--- config.mk ---
export PLATFORM = sky130hd
export DESIGN_NAME = regfile
export DESIGN_NICKNAME = d
export VERILOG_FILES = /design/src/rtl/regfile.sv
export SDC_FILE = /design/constraint.sdc
export NUM_CORES = 2
export LEC_CHECK = 0
export ABC_AREA = 1
export BUFFER_PORTS_ARGS = -buffer_cell sky130_fd_sc_hd__buf_2
export CAP_MARGIN = 20
export CORE_MARGIN = 1
export CORE_UTILIZATION = 65
export CTS_CLUSTER_SIZE = 25
export DETAILED_ROUTE_END_ITERATION = 7
export PLACE_DENSITY = 0.8
export SKIP_CTS_REPAIR_TIMING = 1
export SLEW_MARGIN = 20
export SYNTH_ARGS = -nofsm -noshare
export SYNTH_HDL_FRONTEND = slang
export SYNTH_SLANG_ARGS = --single-unit
--- constraint.sdc ---
create_clock -name clk -period 77.1 [get_ports clk]
set_clock_uncertainty 0.1 [all_clocks]
set_input_delay 7.71 -clock clk [delete_from_list [all_inputs] [get_ports clk]]
set_output_delay 7.71 -clock clk [all_outputs]
set_load 0.03 [all_outputs]
--- src/rtl/regfile.sv ---
// Two-read, one-write register file with hard-wired zero register and combinational reads.
// Optional same-cycle write-to-read forwarding is enabled by defining REGFILE_BYPASS_EN.
module regfile #(
  parameter int DATA_W   = 32,
  parameter int ADDR_W   = 5,
  parameter int NUM_REGS = 32
) (
  input  logic              clk,
  input  logic              rst,
  input  logic              we,
  input  logic [ADDR_W-1:0] waddr,
  input  logic [DATA_W-1:0] wdata,
  input  logic              re1,
  input  logic [ADDR_W-1:0] raddr1,
  output logic [DATA_W-1:0] rdata1,
  input  logic              re2,
  input  logic [ADDR_W-1:0] raddr2,
  output logic [DATA_W-1:0] rdata2
);

  // Entry 0 of the read view is a constant; only entries 1..NUM_REGS-1 hold flops.
  logic [DATA_W-1:0] w_regs [NUM_REGS];
  logic              w_wr_any;
  logic              w_byp1;
  logic              w_byp2;

  assign w_wr_any  = we && (waddr != '0);
  assign w_regs[0] = '0;

  for (genvar gi = 1; gi < NUM_REGS; gi++) begin : g_reg
    logic [DATA_W-1:0] r_q;
    logic              w_sel;

    assign w_sel = w_wr_any && (waddr == ADDR_W'(gi));

    always_ff @(posedge clk or posedge rst) begin
      if (rst) begin
        r_q <= '0;
      end else if (w_sel) begin
        r_q <= wdata;
      end
    end

    assign w_regs[gi] = r_q;
  end

`ifdef REGFILE_BYPASS_EN
  // Forwarding only applies to enabled, non-zero reads of the address being written.
  assign w_byp1 = w_wr_any && re1 && (waddr == raddr1);
  assign w_byp2 = w_wr_any && re2 && (waddr == raddr2);
`else
  assign w_byp1 = 1'b0;
  assign w_byp2 = 1'b0;
`endif

  always_comb begin
    rdata1 = '0;
    if (rst || !re1 || (raddr1 == '0)) begin
      rdata1 = '0;
    end else if (w_byp1) begin
      rdata1 = wdata;
    end else begin
      rdata1 = w_regs[raddr1];
    end
  end

  always_comb begin
    rdata2 = '0;
    if (rst || !re2 || (raddr2 == '0)) begin
      rdata2 = '0;
    end else if (w_byp2) begin
      rdata2 = wdata;
    end else begin
      rdata2 = w_regs[raddr2];
    end
  end

endmodule

==> metrics.csv <==
stage,metric,value,unit
setup_path,cp_max_fo,95,
placed_design,place_inst,9306,
global_route,grt_start_max_net_pins,191,
clocking,clkTransAtPathRegs,60,ps
route,wirelength,208,mm
global_route,grt_pass1_vias,55500,
route,drc_errors,0,
layout,top_register,g.r_q,
die,die_y,299,um
die,pin_count,116,
global_route,grt_use_total,46.2,%
synth,synth-edff-count,0,
setup_path,max_stage_delay,770,ps
sta,setup-violations-final,0,
synth,async_flop_share,100,%
power,power_density,25.4,nW/um^2
sta,final.min_clock_period,19270,ps
setup_path,crit_top_cell,nor2_1,
power,vdd_drop_max,0.0205,mV
synth,synth_commonest_cells,"3,148 x nand2_1, 1,044 x nand3_1, 1,013 x o21ai_0, 992 x dfrtp_1, 806 x inv_1",
synth,ys_ff_latch,992,
synth,netlist_area,57400,um^2
layout,reg_top3,g.r_q x992,
synth,netlist.area_leader.share,43.3,%
setup_path,crit_chain,"buf_8, buf_12, inv_4, nand2_4, buf_4, nor2_1, nor2_1, nand3_1, nand3_1, nand2_1, nand2_1, nor2_1, buf_2",
synth,synth_cells,8638,
sta,drv_slew,0,
clocking,clockBufferDepth,3,
synth,synth_most_common_cell,nand2_1,
sta,hold_violations,0,
route,dr.pass1.iters,7,
setup_path,criticalPathCategory,input port to output pin,
layout,fin_cells,9503,
layout,fillCellCount,7450,
sta,clock.fmax,51.9,MHz
die,start_util,65.9,%
synth,synth_top_flop_cell,dfrtp_1,
layout,drive_gt1_share,5.37,%
route,vias_per_cell,6.20,
global_route,overflow,0,
route,ant_nets,0,
die,die_w,299,um
setup_path,cp.required,69290,ps
global_route,antenna_found_initial,10,
route,drt_first_iter_violations,8272,
synth,ys_seq_area_share,43.3,%
synth,synthTopCellsByArea,"dfrtp_1 43%, nand2_1 21%, nand3_1 9.1%",
setup_path,cp_top_family,buffers and inverters,
layout,largest_register_ffs,992,
synth,synth.distinct_cells,25,
run,drv_cap,0,
placed_design,place.gp.congestion,0.900,
setup_path,crit_buf_inv,5,
die,die-area,89400,um^2
global_route,grt_pass1_wl,319,mm
setup_path,reg2reg_slack,76190,ps
synth,synth_warnings,0,
clocking,cts_buffers,107,
sta,fin_crit_sh,25.0,%
route,vias,58900,
setup_path,cpMaxStageDelayCell,buf_4,
route,post_drt_wl_per_cell,21.9,um
die,row_count,108,
clocking,htreeDepth,3,
layout,stdcell_area,61000,um^2
sta,tightest_slew,1230,ps
outcome,status,"finished, final reports clean",
synth,yosysTopAreaCell,dfrtp_1,
clocking,clock-sinks,992,
placed_design,port_buffers,115,
synth,synth.avg_cell_area,6.64,um^2
placed_design,dp_hpwl,113,mm
hold_path,hold_path_class,flop to flop,
sta,rsz0062_at_grt,false,
setup_path,cp-end-kind,output pin,
die,core,87000,um^2
power,power.leakage,30.8,nW
synth,synthesis.nets,8690,
setup_path,critPathLaunchType,input port,
layout,finalNetCount,8312,
clocking,cts_tree,done,
sta,slew_headroom,17.9,%
clocking,clk_latency,700,ps
sta,setup_tns,0,ps
placed_design,placed_cell_area,57300,um^2
clocking,cts-root-buf,clkbuf_16,
setup_path,arrival,11460,ps
layout,syn2layout_area_growth,6.29,%
[path summary, 6_finish.rpt]
check                                        startpoint                           end  depth (start not counted)
setup / recovery                              raddr1[1]                    rdata1[16]                         13
hold / removal             g_reg[9].r_q[29]$_DFFE_PP0P_  g_reg[9].r_q[29]$_DFFE_PP0P_                          2
setup reg to reg           g_reg[16].r_q[1]$_DFFE_PP0P_  g_reg[16].r_q[1]$_DFFE_PP0P_                          2
hold reg to reg            g_reg[9].r_q[29]$_DFFE_PP0P_  g_reg[9].r_q[29]$_DFFE_PP0P_                          2
max in group asynchronous                           rst  g_reg[7].r_q[25]$_DFFE_PP0P_                          5
min in group asynchronous                           rst  g_reg[20].r_q[8]$_DFFE_PP0P_                          2
[layer usage]
layer  track usage [%]  up-vias  wire length (um)
met2              67.9     4346             85900
met4              28.7       14             15600
met5                 0        -               154
met1              60.4    27000             74700
li1                  -    26400                 -
met3              13.5     1110             31400
[kinds of logic after synthesis]
logic type | share of synthesized area, %
and+or+nand+nor | 34.0
buffers and inverters | 10.5
AOI/OAI and AO/OA | 12.3
DFF | 43.3
[final cells by class]
cell class	count	area, um^2	area share [%]
multi-input cells	6147	26600	43.7
flip-flops and latches	992	24800	40.7
clock buffers	155	3160	5.18
inverters	813	3090	5.07
well taps	1155	1450	2.37
repair buffers	199	1340	2.19
clock inverters	37	479	0.786
diodes	5	12.5	0.0205
[power breakdown]
group / internal, mW / switching, mW
logic: 0.106 / 0.216
clock network: 0.319 / 0.222
registers: 0.618 / 0.0639
[metrics by stage]
stage / total power [mW] / util [%] / hold slack [ps] / worst slack [ps]
6_report: 1.55 / 70.1 / 380 / 57830
3_3_place_gp: 0.985 / 65.9 / 366 / 58180
3_5_place_dp: 1.00 / 65.9 / 373 / 58170
4_1_cts: 1.54 / 70.0 / 386 / 58160
2_1_floorplan: 0.916 / - / 353 / 38910
5_1_grt: 1.62 / 70.0 / 391 / 57940
[placed cells by master (no fill, tap or decap), drive strengths merged, types with 3 or more instances in the layout]
cell type,synthesis,final
clkinv,2,23
a21oi,125,125
clkbuf,391,155
nand3,1044,1044
o211ai,91,91
diode,0,5
buf,295,199
clkinvlp,0,3
nor2,540,540
bufinv,0,11
nand4,20,20
dfrtp,992,992
inv,811,813
or2,24,24
nand2,3160,3160
o21ai,1141,1141
[tightest hold or removal path: cells and delay by family (launching register included)]
family	cells	cell delay, ps
flip-flops	1	340
AO/OA/AOI/OAI	1	60
AND/OR/NAND/NOR	1	50
No activity file was read; power rests on OpenSTA's default activity.
